--- config.mk ---
export PLATFORM = sky130hd
export DESIGN_NAME = add_share_arb
export DESIGN_NICKNAME = d
export VERILOG_FILES = /design/src/rtl/add_share_arb.sv
export SDC_FILE = /design/constraint.sdc
export NUM_CORES = 1
export LEC_CHECK = 0
export CORE_UTILIZATION = 37
export CTS_CLUSTER_SIZE = 25
export DETAILED_ROUTE_END_ITERATION = 7
export PLACE_DENSITY = 0.76
export SKIP_CTS_REPAIR_TIMING = 1
export SYNTH_ARGS = -nofsm -noshare
export SYNTH_HDL_FRONTEND = slang
export SYNTH_SLANG_ARGS = --single-unit
--- constraint.sdc ---
create_clock -name clk -period 3.9 [get_ports clk]
set_input_delay 0.39 -clock clk [delete_from_list [all_inputs] [get_ports clk]]
set_output_delay 0.39 -clock clk [all_outputs]
set_load 0.05 [all_outputs]
--- src/rtl/add_share_arb.sv ---
`default_nettype none
// ============================================================================
// Module      : add_share_arb
// Description : One W-bit adder shared by NREQ requesters through a
//               round-robin grant and a single-entry result slot.
// Revision    : 1.0  initial release
// ============================================================================
module add_share_arb #(
    parameter int NREQ = 4,
    parameter int W    = 8
) (
    input  logic                    clk,
    input  logic                    rst,
    input  logic [NREQ-1:0]         req_valid,
    input  logic [NREQ*W-1:0]       req_a,
    input  logic [NREQ*W-1:0]       req_b,
    input  logic [NREQ-1:0]         req_ci,
    output logic [NREQ-1:0]         req_ready,
    output logic                    rsp_valid,
    input  logic                    rsp_ready,
    output logic [W-1:0]            rsp_sum,
    output logic                    rsp_co,
    output logic [$clog2(NREQ)-1:0] rsp_id,
    output logic [15:0]             op_count
);

    localparam int IDW = $clog2(NREQ);

    typedef enum logic [0:0] {
        ST_EMPTY = 1'b0,
        ST_FULL  = 1'b1
    } state_t;

    state_t           state_q;
    logic             rsp_valid_q;
    logic [W-1:0]     sum_q;
    logic             co_q;
    logic [IDW-1:0]   id_q;
    logic [IDW-1:0]   ptr_q;
    logic [IDW-1:0]   ptr_d;
    logic [15:0]      cnt_q;
    logic [15:0]      cnt_d;

    logic             w_slot_free;
    logic             w_hi_found;
    logic             w_lo_found;
    logic [IDW-1:0]   w_hi_idx;
    logic [IDW-1:0]   w_lo_idx;
    logic             w_found;
    logic [IDW-1:0]   w_gnt_idx;
    logic [NREQ-1:0]  w_ready;
    logic             w_accept;
    logic [W-1:0]     w_op_a;
    logic [W-1:0]     w_op_b;
    logic             w_op_ci;
    logic [W:0]       w_add;

    // The slot may be refilled in the same cycle its current result drains.
    assign w_slot_free = (state_q == ST_EMPTY) || rsp_ready;

    // Two searches, both lowest-index-first: one restricted to indices at or
    // above ptr, one over all requesters for the wrap-around case.
    always_comb begin
        w_hi_found = 1'b0;
        w_lo_found = 1'b0;
        w_hi_idx   = '0;
        w_lo_idx   = '0;
        for (int i = NREQ - 1; i >= 0; i--) begin
            if (req_valid[i]) begin
                w_lo_found = 1'b1;
                w_lo_idx   = IDW'(i);
                if (IDW'(i) >= ptr_q) begin
                    w_hi_found = 1'b1;
                    w_hi_idx   = IDW'(i);
                end
            end
        end
    end

    assign w_found   = w_hi_found || w_lo_found;
    assign w_gnt_idx = w_hi_found ? w_hi_idx : w_lo_idx;

    always_comb begin
        w_ready = '0;
        if (w_slot_free && w_found && !rst) begin
            w_ready[w_gnt_idx] = 1'b1;
        end
    end

    assign req_ready = w_ready;
    assign w_accept  = |(w_ready & req_valid);

    always_comb begin
        w_op_a  = '0;
        w_op_b  = '0;
        w_op_ci = 1'b0;
        for (int i = 0; i < NREQ; i++) begin
            if (IDW'(i) == w_gnt_idx) begin
                w_op_a  = req_a[i*W +: W];
                w_op_b  = req_b[i*W +: W];
                w_op_ci = req_ci[i];
            end
        end
    end

    // The single shared adder.
    assign w_add = {1'b0, w_op_a} + {1'b0, w_op_b} + {{W{1'b0}}, w_op_ci};

    assign ptr_d = (w_gnt_idx == IDW'(NREQ - 1)) ? '0 : (w_gnt_idx + 1'b1);
    assign cnt_d = cnt_q + 16'd1;

    always_ff @(posedge clk or posedge rst) begin
        if (rst) begin
            state_q     <= ST_EMPTY;
            rsp_valid_q <= 1'b0;
            sum_q       <= '0;
            co_q        <= 1'b0;
            id_q        <= '0;
            ptr_q       <= '0;
            cnt_q       <= '0;
        end else begin
            if (w_accept) begin
                state_q     <= ST_FULL;
                rsp_valid_q <= 1'b1;
                sum_q       <= w_add[W-1:0];
                co_q        <= w_add[W];
                id_q        <= w_gnt_idx;
                ptr_q       <= ptr_d;
                cnt_q       <= cnt_d;
            end else if (state_q == ST_FULL && rsp_ready) begin
                state_q     <= ST_EMPTY;
                rsp_valid_q <= 1'b0;
            end
        end
    end

    assign rsp_valid = rsp_valid_q;
    assign rsp_sum   = sum_q;
    assign rsp_co    = co_q;
    assign rsp_id    = id_q;
    assign op_count  = cnt_q;

endmodule
`default_nettype wire
==> qor.csv <==
stage,metric,value,unit
timing,crit share post-route,94.8,%
power,Logic pwr share,70.8,%
route,vias per std cell,5.19,
logic_synthesis,"area leader, netlist",dfrtp_1,
flow_run,max cap viols,0,
clocking,Longest Clk Path Bufs,2,
finish,synthesis-to-layout area growth,66.8,%
timing,Final Max Tran Viols,0,
timing,Setup TNS,0,ps
route,average wire per standard cell,13.6,µm
global_route,GRT busiest layer,met2,
power,sequential share of power,18.4,%
clocking,CTS tree,yes,
power,P per Cell Area,714,mW/mm²
power,Sw Share,47.0,%
finish,FF/Latch Area,751,µm²
global_route,initial antenna violation count,0,
critical_path,Worst setup EP type,flip-flop,
power,leakage,1.59,nW
critical_path,Reg-to-Reg Start,ptr_q[1]$_DFFE_PP0P_,
global_route,Overall Global Routing Usage,20.5,%
logic_synthesis,Post-Syn Nets,356,
logic_synthesis,leading cell types by total area after synthesis,"dfrtp_1 (33%), nand2_1 (6.8%), ha_1 (6.6%)",
critical_path,slowest CP cell,clkdlybuf4s50_1,
power,Int Power,0.00143,W
global_route,met1 Resource Use GR,24.0,%
power,Peak VDD IR,0.000441,V
timing,"Hold Vio Cnt, Final",0,
route,DRT iter0 DRCs,80,
placed_design,Placer Congestion,0.978,
worst_hold_path,Hold Crit Depth,1,
critical_path,crit start category,primary input,
critical_path,Setup CP Type,primary input to flip-flop,
worst_hold_path,Hold EP,op_count[15]$_DFFE_PP0P_,
finish,Fillers,517,
finish,Non-Filler Instances,471,
die,Die Y,80.3,µm
critical_path,critical path required time,4060,ps
timing,Fmax,0.271,GHz
placed_design,placed cells,462,
critical_path,Worst Path Max Fanout,20,
worst_hold_path,Min-Delay Path Class,flip-flop to flip-flop,
logic_synthesis,top cell type's share of synthesized area,33.1,%
global_route,GR met3 Demand/Resource,4.32,%
logic_synthesis,ys async rst share,100,%
global_route,first-pass GRT wire length,10400,µm
power,power share of the clock group,10.8,%
power,Power Total,0.00270,W
logic_synthesis,Seq cells post-synth,30,
global_route,vias in the first global route,2431,
timing,Rel. slew slack,65.1,%
logic_synthesis,register area share after synthesis,33.1,%
clocking,CTS Buf Count,5,
timing,RSZ-0062 raised after global routing,yes,
route,TritonRoute pass-1 iters,4,
critical_path,r2r setup slk,370,ps
die,Core Rows,28,
die,IO Count,107,
route,vias post-DR,2444,
finish,ratio of cells with drive above 1 in the final layout,18.2,%
route,# DRC,0,
logic_synthesis,Synth Instances,267,
logic_synthesis,most frequent cell after synthesis,nand2_1,
logic_synthesis,Mean Syn Cell Area,8.49,µm²
finish,ANT cells,0,
critical_path,Worst path max stage delay,500,ps
logic_synthesis,commonest cells in the netlist,"nand2_1 (41), dfrtp_1 (30), nor2_1 (22), o21ai_0 (22), a21oi_1 (20)",
global_route,largest net degree at the start of global routing,33,
outcome,outcome,"complete, no violations",
critical_path,Crit Reg-Reg Endpoint,rsp_sum[6]$_DFFE_PP0P_,
logic_synthesis,Post-synth EDFFs,0,
timing,Final WS setup,203,ps
logic_synthesis,Mapped Area,0.00227,mm²
clocking,clk_lat worst skew,280,ps
clocking,CTS root buf,clkbuf_8,
finish,Final nets,484,
timing,final setup violating endpoints,0,
power,switching power,0.00127,W
logic_synthesis,"Top FF cell, synth",dfrtp_1,
clocking,clock-pin slew on the worst setup and hold paths,60,ps
timing,hold slack,476,ps
timing,Clock Skews,2.16,ps
route,ANT nets after route,0,
finish,area taken by multi-input logic gates,0.00150,mm²
clocking,clock sinks,30,
critical_path,crit path cell chain,clkdlybuf4s50_1 > inv_1 > o21a_1 > a221oi_2 > buf_4 > ha_4 > buf_12 > a221oi_1 > nor3_1 > a21oi_1 > fa_1 > fa_2 > nor2b_2 > o31ai_2 > a21oi_2 > xnor2_1 > o21ai_0,
die,total core area,0.00592,mm²
logic_synthesis,Synth cell types,44,
logic_synthesis,synth warn,0,
die,Initial Util,38.3,%
placed_design,DP HPWL,5060,µm
die,DIE AREA,0.00644,mm²
critical_path,R2R cell count,17,
placed_design,IO Port Bufs,106,
critical_path,critical path arrival,3860,ps
timing,Slew @ Worst Pin,522,ps
global_route,overflow left after global routing,0,
clocking,CTS H-tree depth,2,
route,drt total wl,6420,µm
placed_design,pre-CTS WS,-385,ps
global_route,met2 Use GR,36.8,%
die,die width,80.3,µm
timing,Tmin final,3700,ps
worst_hold_path,Min-Delay Startpoint,op_count[15]$_DFFE_PP0P_,
-- per-layer routing --
metal | up-vias | part of all wire [%]
met3 | 15 | 5.5
met4 | 0 | 2.0
met5 | - | 0
met2 | 89 | 52
met1 | 1139 | 40
li1 | 1201 | -
-- per-stage QoR --
step           utilization (%)  area [µm²]
2_1_floorplan                -        2270
3_3_place_gp              60.2        3560
6_report                  63.9        3780
5_1_grt                   63.9        3780
4_1_cts                   62.0        3670
3_5_place_dp              60.2        3560
-- how the worst max path moves through the flow --
stage | startpoint | to | slack [ps] | cells past startpoint
final | req_valid[1] | rsp_sum[6]$_DFFE_PP0P_ | 200 | 17
after global routing | req_valid[1] | rsp_co$_DFFE_PP0P_ | -90 | 17
after CTS | req_valid[2] | rsp_co$_DFFE_PP0P_ | -100 | 15
after detailed placement | req_valid[1] | rsp_co$_DFFE_PP0P_ | -380 | 17
after global placement | req_valid[3] | rsp_sum[7]$_DFFE_PP0P_ | -220 | 15
after floorplan | ptr_q[1]$_DFFE_PP0P_ | rsp_co$_DFFE_PP0P_ | 100 | 17
-- sequential cells by signal, summed over array words and instances, names as in the netlist --
register	count
op_count	16
rsp_co	1
rsp_sum	8
ptr_q	2
rsp_id	2
rsp_valid	1
-- cell type report --
class,count,area share [%]
clock buffers,8,2.91
inverters,7,0.695
multi-input cells,215,39.6
flip-flops and latches,30,19.8
well taps,75,2.48
repair buffers,136,34.5
-- power groups by stage --
stage,logic [W],clock network (W),registers (W)
3_5_place_dp,0.00177,0,0.000501
5_1_grt,0.00209,0.000306,0.000510
2_1_floorplan,0.000875,0,0.000771
3_3_place_gp,0.00174,0,0.000500
6_report,0.00191,0.000291,0.000497
4_1_cts,0.00178,0.000295,0.000497
-- critical path, delay by kind of cell --
| kind | cells | cell delay (ps) |
|---|---|---|
| buf+inv | 4 | 920 |
| compound gates | 7 | 1050 |
| fa+ha+maj | 3 | 1000 |
| simple gates | 2 | 350 |
| xor+xnor | 1 | 140 |
-- cell usage in the layout, fill, tap and decap left out, drive strengths merged --
cell           count
nand4              6
a21o               1
a31o               2
a21boi             1
o2111a             1
ha                12
clkdlybuf4s50    103
a22o               2
o21ai             22
nand2             41
a2111oi            2
or4                1
nand3b             1
o31ai              2
o221ai             1
a221oi             6
xnor2             13
fa                 2
a21oi             20
inv                7
nor2              22
buf               33
nor2b              8
nand2b             1
nor3              11
o21a               5
and2               7
clkbuf             8
a22oi             11
dfrtp             30
nand3              3
nor4               1
xor2               5
o2111ai            1
and3               3
or3                1
-- cell families after synthesis --
kind of cell	Yosys count	synth area share, %
buf+inv	22	4.75
xor+xnor	18	6.95
simple gates	106	23.7
flops	30	33.1
fa+ha+maj	14	8.39
compound gates	77	23.1
(Power assumes the default switching activity.)
